===== config.mk =====
export PLATFORM = sky130hd
export DESIGN_NAME = csa_operand_accumulator
export DESIGN_NICKNAME = d
export VERILOG_FILES = /design/src/rtl/csa_pkg.sv /design/src/rtl/csa_row32.sv /design/src/rtl/csa_operand_accumulator.sv
export SDC_FILE = /design/constraint.sdc
export NUM_CORES = 1
export LEC_CHECK = 0
export CAP_MARGIN = 20
export CORE_MARGIN = 2
export CORE_UTILIZATION = 51
export CTS_BUF_LIST = sky130_fd_sc_hd__clkbuf_2
export DETAILED_ROUTE_END_ITERATION = 10
export GPL_TIMING_DRIVEN = 0
export PLACE_DENSITY = 0.86
export SYNTH_ARGS = -nofsm -noshare
export SYNTH_HDL_FRONTEND = slang
export SYNTH_SLANG_ARGS = --single-unit

===== constraint.sdc =====
create_clock -name clk -period 3.68 [get_ports clk]
set_input_delay 0.736 -clock clk [delete_from_list [all_inputs] [get_ports clk]]
set_output_delay 0.736 -clock clk [all_outputs]
set_load 0.1 [all_outputs]

===== src/rtl/csa_pkg.sv =====
// Shared types for the carry-save adder front end: word type, accumulator
// states and the redundant (sum, carry) pair.
package csa_pkg;

   localparam int WIDTH = 32;

   typedef logic [WIDTH-1:0] word_t;

   typedef enum logic [1:0] {
      IDLE    = 2'd0,
      ACCUM   = 2'd1,
      PRESENT = 2'd2
   } state_t;

   typedef struct packed {
      word_t s;
      word_t c;
   } csa_pair_t;

endpackage


===== src/rtl/csa_row32.sv =====
// Combinational 3:2 carry-save row: folds operand d into the redundant pair
// (s, c). Reusable as one level of a wider CSA tree.
module csa_row32
   import csa_pkg::*;
#(
   parameter int W = csa_pkg::WIDTH
) (
   input  logic [W-1:0] s,
   input  logic [W-1:0] c,
   input  logic [W-1:0] d,
   output logic [W-1:0] s_nxt,
   output logic [W-1:0] c_nxt
);

   logic [W-1:0] maj;

   assign s_nxt = s ^ c ^ d;
   assign maj   = (s & c) | (s & d) | (c & d);
   // Carry out of the top bit falls off: the pair is modulo 2**W.
   assign c_nxt = {maj[W-2:0], 1'b0};

endmodule


===== src/rtl/csa_operand_accumulator.sv =====
// Accumulates a stream of operands into a registered sum/carry pair and
// hands the pair to the downstream adder once per group.
//
//   state   | meaning
//   --------+-----------------------------------------------------------
//   IDLE    | pair and count cleared, waiting for the first operand
//   ACCUM   | at least one operand folded in, waiting for last/saturation
//   PRESENT | pair held on out_*, waiting for out_ready
module csa_operand_accumulator
   import csa_pkg::*;
#(
   parameter int WIDTH = csa_pkg::WIDTH,
   parameter int CNT_W = 8
) (
   input  logic             clk,
   input  logic             rst,
   input  logic             in_valid,
   output logic             in_ready,
   input  logic [WIDTH-1:0] in_data,
   input  logic             in_last,
   output logic             out_valid,
   input  logic             out_ready,
   output logic [WIDTH-1:0] out_x,
   output logic [WIDTH-1:0] out_y,
   output logic             out_cin,
   output logic [CNT_W-1:0] out_count,
   output logic             out_sat
);

   localparam logic [CNT_W-1:0] CNT_ONE  = CNT_W'(1);
   localparam logic [CNT_W-1:0] CNT_LAST = {CNT_W{1'b1}} - CNT_ONE;

   state_t           state, state_nxt;
   logic [WIDTH-1:0] s_q, c_q;
   logic [WIDTH-1:0] s_row, c_row;
   logic [CNT_W-1:0] cnt_q;
   logic             sat_q;
   logic             take, give, hit_max;

   csa_row32 #(.W(WIDTH)) u_row (
      .s     (s_q),
      .c     (c_q),
      .d     (in_data),
      .s_nxt (s_row),
      .c_nxt (c_row)
   );

   assign in_ready  = (state != PRESENT);
   assign out_valid = (state == PRESENT);
   assign take      = in_valid && in_ready;
   assign give      = out_valid && out_ready;
   // The operand being taken now would be the last one the counter can hold.
   assign hit_max   = (cnt_q == CNT_LAST);

   always_comb begin
      state_nxt = state;
      case (state)
         IDLE, ACCUM: begin
            if (take) begin
               state_nxt = (in_last || hit_max) ? PRESENT : ACCUM;
            end
         end
         PRESENT: begin
            if (out_ready) begin
               state_nxt = IDLE;
            end
         end
         default: state_nxt = IDLE;
      endcase
   end

   always_ff @(posedge clk) begin
      if (rst) begin
         state <= IDLE;
         s_q   <= '0;
         c_q   <= '0;
         cnt_q <= '0;
         sat_q <= 1'b0;
      end else begin
         state <= state_nxt;
         if (take) begin
            s_q   <= s_row;
            c_q   <= c_row;
            cnt_q <= cnt_q + CNT_ONE;
            sat_q <= hit_max && !in_last;
         end else if (give) begin
            s_q   <= '0;
            c_q   <= '0;
            cnt_q <= '0;
            sat_q <= 1'b0;
         end
      end
   end

   assign out_x     = s_q;
   assign out_y     = c_q;
   assign out_cin   = 1'b0;
   assign out_count = cnt_q;
   assign out_sat   = sat_q;

endmodule


[Word level (Yosys, flattened, before mapping)]
Index checks and enable logic that the tools add are counted.
Storage, ports and cells
  register bits: 74
  input bits: 37
  output and inout bits: 76
Cells by class
  muxes and demuxes: 12
  reduce and logical (&&, ||, !) cells: 9
  bitwise gates (word level): 7
  equal/unequal tests: 6
  $add $sub $neg: 1
Operators by type and width (count)
  two-way mux 32 bit: 4
  AND 31 bit: 3
  bitwise XOR 32 bit: 2
  OR 31 bit: 2
  two-way mux 8 bit: 2
  adder 8 x 1 -> 8 bit (second input constant): 1
  equality test 8 bit (second input constant): 1
  two-way mux 2 bit: 3
  != test 2 bit (second input constant): 2
  one-hot mux 2 bit (2 select lines): 1
  logical AND 1 bit: 3
  equality test 2 x 1 -> 1 bit (second input constant): 1
  equality test 2 bit (second input constant): 1
  logical NOT 2 bit: 1
  two-way mux 1 bit: 2
  != test 2 x 1 -> 1 bit (second input constant): 1
  AND reduction 2 bit: 1
  nonzero test 2 bit: 1
  OR reduction 2 bit: 1
  logical NOT 1 bit: 1
  logical OR 1 bit: 1

[Logic depth before layout (Yosys ltp)]
Gate-level depths: netlist (run 1).
  word-level depth: 5
  gate-level depth with buffers: 8
  gate-level depth less buffers: 5

[Modules after synthesis]
Synthesis (run 1) repeated with hierarchy kept, for this count alone.
Second synthesis, totals
  cells, all modules: 318
  area, all modules: 3369.5 um^2
By module, submodules not included
  csa_operand_accumulator: times used 1, seq. area each 1501.4 um^2, cells each 284, area an instance 2713.9 um^2
  csa_row32: times used 1, seq. area each 0.0 um^2, cells each 34, area an instance 655.6 um^2

[Least setup slack after synthesis (run 1)]
OpenSTA, ideal clock, no wires.
  kind: flip-flop to output port
  start: reg state[0]
  end: out out_valid
  setup slack: 1.672 ns
  buffers on the path: 1
  cell stages (with the launch flop): 4
  data arrival time: 1.272 ns
  cells stage by stage: dfxtp_1 -> nand2b_1 -> buf_6 -> inv_1
Between the ends
  longest elaborated chain between the ends: 1
RTL lines
  start: declaration: line csa_operand_accumulator.sv:33  | state_t state, state_nxt;
  start signal: assignment: line csa_operand_accumulator.sv:80  | state <= state_nxt;
  equality test 2 bit: line csa_operand_accumulator.sv:49  | assign out_valid = (state == PRESENT);
  end: declaration: line csa_operand_accumulator.sv:21  | output logic out_valid,
No other way between the ends.

[Worst setup path after layout (run 1)]
Ends and elaborated chain as after synthesis.

==> results of run 1 <==
-- cell usage in the layout, fill, tap and decap left out, types with 3 or more instances in the layout --
master           Yosys  routed
fa_1                30      30
nand2_1              7       7
a22oi_2             19      19
buf_6                7       7
clkbuf_2             0       9
nand2b_1             3       3
a21oi_1              5       5
ha_1                 3       3
nor2_1              67      67
clkdlybuf4s50_1      0     109
buf_2                7       7
clkbuf_1             9       9
buf_4                4       4
dfxtp_1             74      74
nand4_1              5       5
inv_1                5       5
a22oi_1             43      43
or3_1                3       3
-- through the flow --
| step | power (mW) | setup slack [ps] | utilization | hold slack (ps) | instances |
|---|---|---|---|---|---|
| 4_1_cts | 2.10 | 563 | 0.742 | 477 | 519 |
| 2_1_floorplan | 1.40 | 1670 | - | 447 | 317 |
| 3_3_place_gp | 1.57 | 1150 | 0.720 | 445 | 503 |
| 6_report | 2.09 | 575 | 0.742 | 475 | 519 |
| 5_1_grt | 2.17 | 485 | 0.742 | 509 | 519 |
| 3_5_place_dp | 1.59 | 1150 | 0.720 | 451 | 503 |
-- layout make-up --
| cell class | instances | area share |
|---|---|---|
| clock inverter | 7 | 0.0197 |
| clock buffer | 9 | 0.00945 |
| multi-input combinational | 211 | 0.370 |
| sequential | 74 | 0.311 |
| buffer | 27 | 0.0373 |
| tap | 77 | 0.0202 |
| inverter | 5 | 0.00394 |
| timing repair buffer | 109 | 0.229 |
-- worst reg2reg max path: cells and delay by family (launching register included) --
kind | cells | cell delay, ps
AO/OA/AOI/OAI | 2 | 300
buffers and inverters | 3 | 600
flip-flops | 1 | 360
AND/OR/NAND/NOR | 2 | 240
-- worst max path at each step --
stage / to / slack [ps] / cells past startpoint
detailed placement: out_valid / 1150 / 4
global placement: out_valid / 1150 / 4
global route: out_valid / 480 / 4
CTS: out_valid / 560 / 4
floorplan: out_valid / 1670 / 3
finish: out_valid / 580 / 4
-- kinds of logic after synthesis --
kind of cell               share of synthesized area
other                                        0.00109
buffers and inverters                         0.0572
and+or+nand+nor                                0.122
muxes                                        0.00947
adders and majority gates                      0.186
DFF                                            0.431
xor gates and xnor gates                     0.00255
AOI/OAI and AO/OA                              0.190
-- power by group --
part	total (mW)	switching (mW)	internal [mW]
registers	0.895	0.0481	0.847
clock network	0.525	0.302	0.224
logic	0.675	0.474	0.200
total	2.09	0.824	1.27
-- sequential cells by signal, summed over array words and instances (netlist names) --
| register | count |
|---|---|
| out_x | 32 |
| out_count | 8 |
| state | 2 |
| out_y | 31 |
| out_sat | 1 |
-- metal layers --
| layer | GRT usage | part of all wire | wire length, um | vias up |
|---|---|---|---|---|
| met1 | 0.307 | 0.41 | 3590 | 1428 |
| met5 | 0 | 0 | 0 | - |
| li1 | - | - | - | 1347 |
| met3 | 0.0423 | 0.052 | 453 | 12 |
| met2 | 0.413 | 0.52 | 4470 | 94 |
| met4 | 0.0880 | 0.018 | 157 | 0 |
==> results by group, run 1 <==
Outcome
  • Status: complete, no violations

Final layout
  • ANT cells: 0
  • Multi-input gate area: 1760 um^2
  • Final #Nets: 507
  • Layout area overhead: 38.7%
  • Reg area: 1480 um^2
  • Final Cell Area: 4770 um^2
  • Filler cell count: 474
  • Share of layout cells above drive strength 1: 0.127

Power and ir drop
  • PwrDens: 440 nW/um^2
  • Peak VDD IR: 0.000310 V
  • Static Leak: 1.82 nW

STA
  • Worst-Margin Slew: 1010 ps
  • Setup_tns: 0 ps
  • Final period util: 0.844
  • Slew headroom: 0.325
  • Final min period: 3100 ps
  • Final Hold Vio Count: 0
  • Max Fclk: 0.322 GHz
  • Final setup skew: 25.4 ps
  • Setup-failing EPs final: 0
  • Max Transition Viols Final: 0
  • RSZ-0062 raised after global routing: no

Worst setup path
  • CP Buf/Inv Count: 3
  • FF-to-FF End: out_y[4]$_SDFFE_PP0P_
  • Slowest cell on the critical path: clkdlybuf4s50_1
  • Worst path cell trace: nand2b_1, buf_6, inv_1, clkdlybuf4s50_1
  • CP startpoint kind: register
  • Crit Path Max Fanout: 10
  • Crit path from: state[0]$_SDFFE_PP0P_
  • R2r startpoint: state[0]$_SDFFE_PP0P_
  • Delay-heaviest family, CP: buffers and inverters
  • Worst EP required: 2940 ps
  • R2r setup slk: 2130 ps
  • Crit-path max cell delay: 1130 ps
  • Critical path arrival: 2370 ps
  • Crit. End Element: output port
  • R2R cell count: 7
  • Crit Path Category: reg2out

Place
  • # port buffers: 109
  • RePlAce Congestion: 0.803
  • Placed cell area: 4630 um^2
  • Hpwl dp: 6.39 mm

Routing
  • Via/cell ratio: 5.55
  • Post-route DRC: 0
  • Vias after detailed routing: 2881
  • Total Wirelength: 8.67 mm
  • Final ANT Viol Nets: 0
  • Drt wl/cell: 16.7 um
  • DRT iter0 DRCs: 162
  • Drt first pass iters: 5

Logic synthesis
  • Share of the synthesized area in the top cell type: 0.431
  • Yosys cell types: 36
  • Area contributors post-synth: dfxtp_1, fa_1, a22oi_1
  • Avg Cell Area, Syn: 10.9 um^2
  • Post-Syn Area: 3440 um^2
  • Post-synth top cells: dfxtp_1, nor2_1, a22oi_1, fa_1, a22oi_2
  • EDFF count, synth: 0
  • Seq/Total Area, Yosys: 0.431
  • Cells after Synth: 316
  • Most frequent cell after synthesis: dfxtp_1
  • Synth async-reset ratio: 0
  • Yosys reg bits: 74
  • Cell taking the most area after synthesis: dfxtp_1
  • Yosys warns: 0
  • Predominant post-synthesis flop cell: dfxtp_1

Global routing
  • Initial antenna violation count: 0
  • Vias in the first global route: 2886
  • Total GRT Usage: 0.241
  • First-pass GRT wire length: 14.0 mm
  • Largest net degree at the start of global routing: 14
  • Grt ovf: 0

Clock tree
  • CTS max path bufs: 2
  • Post-CTS sizing: 0
  • Worst-skew pair later-pin latency: 530 ps
  • CTS clk-pin slew, worst paths: 200 ps
  • Post-CTS Hold Buffers: 0
  • Setup Buffers After CTS: 0
  • CTS tree: yes
  • Clk root buf: clkbuf_2
  • # clock sinks: 74
  • Htree depth: 3
  • Num CTS Buffers: 9

Die
  • Top-level port count: 113
  • # rows: 29
  • DIE AREA: 7410 um^2
  • Chip Height: 86.1 um
  • Initial core utilization: 0.535
  • Core region area: 6420 um^2
  • Die Width: 86.1 um

Worst hold path
  • Hold Crit Endpoint: out_sat$_SDFFE_PP0P_
  • Worst Hold Depth: 2
  • Hold Path Class: reg2reg
  • Hold Path Origin: out_sat$_SDFFE_PP0P_

Run
  • Max Cap Viol: 0
Note: power is estimated with default switching activity, not from simulation.
==> inputs of run 2 (changes only) <==
--- a/config.mk
+++ b/config.mk
@@ -7,11 +7,11 @@
 export LEC_CHECK = 0
 export CAP_MARGIN = 20
 export CORE_MARGIN = 2
-export CORE_UTILIZATION = 51
+export CORE_UTILIZATION = 48
 export CTS_BUF_LIST = sky130_fd_sc_hd__clkbuf_2
 export DETAILED_ROUTE_END_ITERATION = 10
 export GPL_TIMING_DRIVEN = 0
-export PLACE_DENSITY = 0.86
+export PLACE_DENSITY = 0.81
 export SYNTH_ARGS = -nofsm -noshare
 export SYNTH_HDL_FRONTEND = slang
 export SYNTH_SLANG_ARGS = --single-unit
==> constraint.sdc (replaced) <==
create_clock -name clk -period 3.2 [get_ports clk]
set_input_delay 0.64 -clock clk [delete_from_list [all_inputs] [get_ports clk]]
set_output_delay 0.64 -clock clk [all_outputs]
set_load 0.1 [all_outputs]
==> run 2 against run 1 <==
Compared with the run above:
- routed wire length down 3.4%
- largest power group unchanged
- non-clock buffer count stayed put
- clock-buffer cell count stayed put
- sequential power up 15%
- hold slack got worse by 1.5 ps
- clock power increased by 48%
- register-to-register slack lost 490 ps
- first-iteration DRC count shrank 40%
- worst setup slack got worse by 350 ps
- via count fell by 2.5%
- utilization fell by 3.7 points
- critical path depth unchanged
==> results by group, run 2 (synthesized netlist as in run 1, its figures left out) <==
Outcome
  • Status: complete, no violations (unchanged)

Power and ir drop
  • PwrDens: 532 nW/um^2 (was 440 nW/um^2)
  • Peak VDD IR: 0.000270 V (was 0.000310 V)
  • Sw Ratio: 0.368 (was 0.393)
  • Seq pwr share: 0.399 (was 0.427)
  • Static Leak: 1.84 nW (was 1.82 nW)
  • Overall Power: 2.58 mW (was 2.09 mW)
  • Clock network power share: 0.301 (was 0.251)
  • Int Pwr: 1.63 mW (was 1.27 mW)
  • Comb pwr share: 0.300 (was 0.322)
  • Switch Pwr: 0.950 mW (was 0.824 mW)

Worst setup path
  • Delay-heaviest family, CP: buffers and inverters (unchanged)
  • Critical path arrival: 2340 ps (was 2370 ps)
  • Crit-path max cell delay: 1130 ps (about the same)
  • CP endpoint: out_valid (unchanged)
  • Worst path cell trace: nand2b_1, buf_6, inv_1, clkdlybuf4s50_1 (unchanged)
  • CP startpoint kind: register (unchanged)
  • Crit path from: state[0]$_SDFFE_PP0P_ (unchanged)
  • Worst EP required: 2560 ps (was 2940 ps)
  • Slowest cell on the critical path: clkdlybuf4s50_1 (unchanged)
  • Crit Path Category: reg2out (unchanged)
  • Crit. End Element: output port (unchanged)
  • R2r startpoint: state[0]$_SDFFE_PP0P_ (unchanged)
  • Crit Path Max Fanout: 10 (unchanged)
  • CP Buf/Inv Count: 3 (unchanged)
  • WP depth: 4 (unchanged)
  • R2R cell count: 8 (was 7)
  • FF-to-FF End: out_y[11]$_SDFFE_PP0P_ (was out_y[4]$_SDFFE_PP0P_)
  • R2r setup slk: 1640 ps (was 2130 ps)

Clock tree
  • Setup Buffers After CTS: 0 (unchanged)
  • Htree depth: 3 (unchanged)
  • Worst-skew pair later-pin latency: 520 ps (was 530 ps)
  • CTS tree: yes (unchanged)
  • Post-CTS sizing: 0 (unchanged)
  • # clock sinks: 74 (unchanged)
  • Clk root buf: clkbuf_2 (unchanged)
  • CTS clk-pin slew, worst paths: 190 ps (was 200 ps)
  • CTS max path bufs: 2 (unchanged)
  • Num CTS Buffers: 9 (unchanged)
  • Post-CTS Hold Buffers: 0 (unchanged)

STA
  • Final setup skew: 43.6 ps (was 25.4 ps)
  • Setup_tns: 0 ps (unchanged)
  • Hold_ws: 474 ps (was 475 ps)
  • Max Transition Viols Final: 0 (unchanged)
  • Setup-failing EPs final: 0 (unchanged)
  • Slew headroom: 0.327 (was 0.325)
  • Final min period: 2980 ps
  • Final Hold Vio Count: 0 (unchanged)
  • Final period util: 0.931
  • RSZ-0062 raised after global routing: no (unchanged)
  • Worst-Margin Slew: 1010 ps (about the same)
  • Max Fclk: 0.336 GHz

Routing
  • Vias after detailed routing: 2809 (was 2881)
  • Drt wl/cell: 15.6 um (was 16.7 um)
  • Post-route DRC: 0 (unchanged)
  • Final ANT Viol Nets: 0 (unchanged)
  • Via/cell ratio: 5.22 (was 5.55)
  • Total Wirelength: 8.37 mm (was 8.67 mm)
  • Drt first pass iters: 5 (unchanged)
  • DRT iter0 DRCs: 97 (was 162)

Final layout
  • Share of layout cells above drive strength 1: 0.129 (was 0.127)
  • Commonest cells after routing, fill and taps aside: clkdlybuf4s50_1, dfxtp_1, nor2_1 (unchanged)
  • Commonest non-fill, non-tap cell in the layout: clkdlybuf4s50_1 (unchanged)
  • Max reg flops: 32 (unchanged)
  • Final Cell Area: 4840 um^2 (was 4770 um^2)
  • Layout area overhead: 40.9% (was 38.7%)
  • Final Non-Filler Cells: 538 (was 519)
  • ANT cells: 0 (unchanged)
  • Final #Nets: 507 (unchanged)

Die
  • # rows: 30 (was 29)
  • Top-level port count: 113 (unchanged)
  • Core region area: 6870 um^2 (was 6420 um^2)
  • Initial core utilization: 0.500 (was 0.535)
  • Chip Height: 88.6 um (was 86.1 um)
  • DIE AREA: 7850 um^2 (was 7410 um^2)
  • Die Width: 88.6 um (was 86.1 um)

Place
  • Placed cells: 522 (was 503)
  • Placed cell area: 4650 um^2 (was 4630 um^2)
  • RePlAce Congestion: 0.788 (was 0.803)
  • # port buffers: 109 (unchanged)
  • Hpwl dp: 6.19 mm (was 6.39 mm)

Global routing
  • Grt ovf: 0 (unchanged)
  • First-pass GRT wire length: 13.3 mm (was 14.0 mm)
  • Largest net degree at the start of global routing: 15 (was 14)
  • Initial antenna violation count: 0 (unchanged)
  • Total GRT Usage: 0.221 (was 0.241)
  • Vias in the first global route: 2790 (was 2886)

Worst hold path
  • Hold Path Class: reg2reg (unchanged)

Run
  • Max Cap Viol: 0 (unchanged)
-- run 2: how the worst min path moves through the flow --
stage                                     start                     to  slack [ps]  cells past startpoint
final                      out_sat$_SDFFE_PP0P_   out_sat$_SDFFE_PP0P_         470                      2
after global routing       out_sat$_SDFFE_PP0P_   out_sat$_SDFFE_PP0P_         490                      2
after global placement     out_sat$_SDFFE_PP0P_   out_sat$_SDFFE_PP0P_         440                      2
after CTS                                   rst  out_x[0]$_SDFFE_PP0P_         460                      2
after floorplan           state[1]$_SDFFE_PP0P_  state[0]$_SDFFE_PP0P_         450                      1
after detailed placement   out_sat$_SDFFE_PP0P_   out_sat$_SDFFE_PP0P_         450                      2
-- run 2: layout make-up --
cell class	count	area, um^2
multi-input cells	211	1760
inverters	5	18.8
fillers	538	2030
clock buffers	9	45.0
plain buffers	27	178
clock inverters	7	146
well taps	96	120
flip-flops and latches	74	1480
repair buffers	109	1090
-- run 2: worst reg2reg max path, cell delays in order (launching register included) --
cell	delay, ps
dfxtp_1	360
nand2b_1	150
buf_6	140
and2_4	160
buf_6	120
buf_6	140
buf_6	150
a22oi_2	210
nor2_1	50
-- run 2: per-layer routing --
layer | up-vias | wire length [um] | global-route usage | share of wire
li1 | 1344 | - | - | -
met1 | 1370 | 3650 | 0.289 | 0.44
met2 | 87 | 4190 | 0.367 | 0.50
met3 | 8 | 452 | 0.0438 | 0.054
met4 | 0 | 82 | 0.0813 | 0.0098
met5 | - | 0 | 0 | 0
-- run 2: through the flow --
step,setup slack (ps),util
after floorplan,1210,-
after global placement,766,0.677
after detailed placement,761,0.677
after CTS,181,0.705
after global routing,123,0.705
final,221,0.705
-- run 2: power groups by stage --
stage                     combinational (mW)  sequential, mW  clock, mW
final                                  0.774            1.03      0.776
after global routing                   0.818            1.04      0.816
after CTS                              0.780            1.03      0.788
after detailed placement               0.778            1.05          0
after global placement                 0.764            1.04          0
after floorplan                        0.220            1.39          0
==> inputs of run 3 (changes only) <==
--- a/config.mk
+++ b/config.mk
@@ -10,7 +10,7 @@
 export CORE_UTILIZATION = 48
 export CTS_BUF_LIST = sky130_fd_sc_hd__clkbuf_2
 export DETAILED_ROUTE_END_ITERATION = 10
-export GPL_TIMING_DRIVEN = 0
+export GPL_TIMING_DRIVEN = 1
 export PLACE_DENSITY = 0.81
 export SYNTH_ARGS = -nofsm -noshare
 export SYNTH_HDL_FRONTEND = slang
==> run 3 against run 2 <==
Compared with the run above:
- clock skew decreased by 20 ps
- sequential share of layout area grew 2.4 points
- critical endpoint unchanged
- largest power group unchanged
- total power decreased by 9.3%
- die area unchanged
- clock-buffer cell count unchanged
- sequential power is essentially flat
==> results by group, run 3 (synthesized netlist as in run 1, its figures left out) <==
STA
  • Final min period: 2320 ps (was 2980 ps)
  • Max Transition Viols Final: 0 (unchanged)
  • Final period util: 0.724 (was 0.931)
  • Setup-failing EPs final: 0 (unchanged)
  • RSZ-0062 raised after global routing: no (unchanged)
  • Setup_tns: 0 ps (unchanged)
  • Slew headroom: 0.451 (was 0.327)
  • Final setup skew: 23.8 ps (was 43.6 ps)
  • Worst-Margin Slew: 824 ps (was 1010 ps)
  • Max Fclk: 0.432 GHz (was 0.336 GHz)
  • Final Hold Vio Count: 0 (unchanged)

Worst setup path
  • Crit Path Category: reg2out (unchanged)
  • Crit. End Element: output port (unchanged)
  • CP Buf/Inv Count: 2 (was 3)
  • Worst EP required: 2560 ps (about the same)
  • Critical path arrival: 1680 ps (was 2340 ps)
  • Worst path cell trace: nand2b_1, inv_1, buf_4 (was nand2b_1, buf_6, inv_1, clkdlybuf4s50_1)
  • Crit Path Max Fanout: 10 (unchanged)
  • CP startpoint kind: register (unchanged)
  • Delay-heaviest family, CP: buffers and inverters (unchanged)
  • Slowest cell on the critical path: dfxtp_1 (was clkdlybuf4s50_1)
  • R2R cell count: 5 (was 8)
  • WP depth: 3 (was 4)
  • Crit-path max cell delay: 360 ps (was 1130 ps)

Place
  • Placed cell area: 4360 um^2 (was 4650 um^2)
  • RePlAce Congestion: 0.752 (was 0.788)
  • # port buffers: 110 (was 109)
  • Hpwl dp: 5.19 mm (was 6.19 mm)
  • Placed cells: 501 (was 522)

Outcome
  • Status: complete, no violations (unchanged)

Final layout
  • Reg area: 1480 um^2 (unchanged)
  • Share of layout cells above drive strength 1: 0.273 (was 0.129)
  • Final #Nets: 486 (was 507)
  • Max reg flops: 32 (unchanged)
  • Commonest non-fill, non-tap cell in the layout: buf_4 (was clkdlybuf4s50_1)
  • Final Non-Filler Cells: 517 (was 538)
  • Final Cell Area: 4490 um^2 (was 4840 um^2)
  • Commonest cells after routing, fill and taps aside: buf_4, dfxtp_1, nor2_1 (was clkdlybuf4s50_1, dfxtp_1, nor2_1)
  • ANT cells: 0 (unchanged)
  • Multi-input gate area: 1770 um^2 (was 1760 um^2)
  • Filler cell count: 575 (was 538)
  • Layout area overhead: 30.7% (was 40.9%)

Die
  • Initial core utilization: 0.500 (unchanged)
  • Chip Height: 88.6 um (unchanged)
  • Die Width: 88.6 um (unchanged)
  • DIE AREA: 7850 um^2 (unchanged)
  • Core region area: 6870 um^2 (unchanged)
  • # rows: 30 (unchanged)
  • Top-level port count: 113 (unchanged)

Global routing
  • Vias in the first global route: 2540 (was 2790)
  • Grt ovf: 0 (unchanged)
  • Total GRT Usage: 0.197 (was 0.221)
  • Largest net degree at the start of global routing: 69 (was 15)
  • Initial antenna violation count: 0 (unchanged)
  • First-pass GRT wire length: 12.0 mm (was 13.3 mm)

Routing
  • Drt wl/cell: 14.5 um (was 15.6 um)
  • Total Wirelength: 7.47 mm (was 8.37 mm)
  • Drt first pass iters: 5 (unchanged)
  • Post-route DRC: 0 (unchanged)
  • DRT iter0 DRCs: 104 (was 97)
  • Via/cell ratio: 5.26 (was 5.22)
  • Vias after detailed routing: 2722 (was 2809)
  • Final ANT Viol Nets: 0 (unchanged)

Clock tree
  • Post-CTS sizing: 0 (unchanged)
  • Worst-skew pair later-pin latency: 500 ps (was 520 ps)
  • Setup Buffers After CTS: 0 (unchanged)
  • # clock sinks: 74 (unchanged)
  • Clk root buf: clkbuf_2 (unchanged)
  • CTS max path bufs: 2 (unchanged)
  • Htree depth: 3 (unchanged)
  • CTS tree: yes (unchanged)
  • CTS clk-pin slew, worst paths: 200 ps (was 190 ps)
  • Num CTS Buffers: 9 (unchanged)
  • Post-CTS Hold Buffers: 0 (unchanged)

Worst hold path
  • Hold Path Class: reg2reg (unchanged)
  • Worst Hold Depth: 2 (unchanged)

Power and ir drop
  • PwrDens: 520 nW/um^2 (was 532 nW/um^2)
  • Static Leak: 1.90 nW (was 1.84 nW)
  • Peak VDD IR: 0.000303 V (was 0.000270 V)

Run
  • Max Cap Viol: 0 (unchanged)
## run 3: cell count changes in the layout (fill, tap and decap cells not counted), sizes merged
cell,before,now
inv,8,5
clkbuf,18,9
bufinv,4,2
clkdlybuf4s50,109,35
clkinv,0,5
buf,18,80
## run 3: power breakdown
| part | switching, mW | internal [mW] |
|---|---|---|
| sequential | 0.0538 | 0.974 |
| combinational | 0.532 | 0.200 |
| clock | 0.327 | 0.250 |
## run 3: metrics by stage
stage	utilization	hold WS, ps	setup slack, ps	power (mW)
6_report	0.654	473	884	2.34
5_1_grt	0.654	509	789	2.44
3_5_place_dp	0.635	448	730	1.78
2_1_floorplan	-	447	1210	1.61
4_1_cts	0.654	478	862	2.35
3_3_place_gp	0.635	450	746	1.77
## run 3: worst register-to-register path, stage by stage (launching register included)
cell	delay, ps
dfxtp_1	380
nand2b_1	370
and2_4	470
buf_4	310
nand3_1	110
a31oi_1	150
## run 3: cell type report
class / instances / share of cell area
clock buffers: 9 / 0.0100
clock inverters: 7 / 0.0187
inverters: 5 / 0.00418
multi-input cells: 211 / 0.394
well taps: 96 / 0.0267
repair buffers: 115 / 0.217
flip-flops and latches: 74 / 0.330
## run 3: metal layers
metal  up-vias  wire length [um]  global-route usage
met5         -                 0                   0
met4         0                97              0.0799
met3        11               453              0.0485
met2        81              3670               0.303
met1      1327              3250               0.270
li1       1303                 -                   -
## run 3: worst paths after layout
path,from,to,slack (ps)
max,state[0]$_SDFFE_PP0P_,out_valid,880
min,out_sat$_SDFFE_PP0P_,out_sat$_SDFFE_PP0P_,470
max reg2reg,state[0]$_SDFFE_PP0P_,out_count[6]$_SDFFE_PP0P_,1360
min reg2reg,out_sat$_SDFFE_PP0P_,out_sat$_SDFFE_PP0P_,470
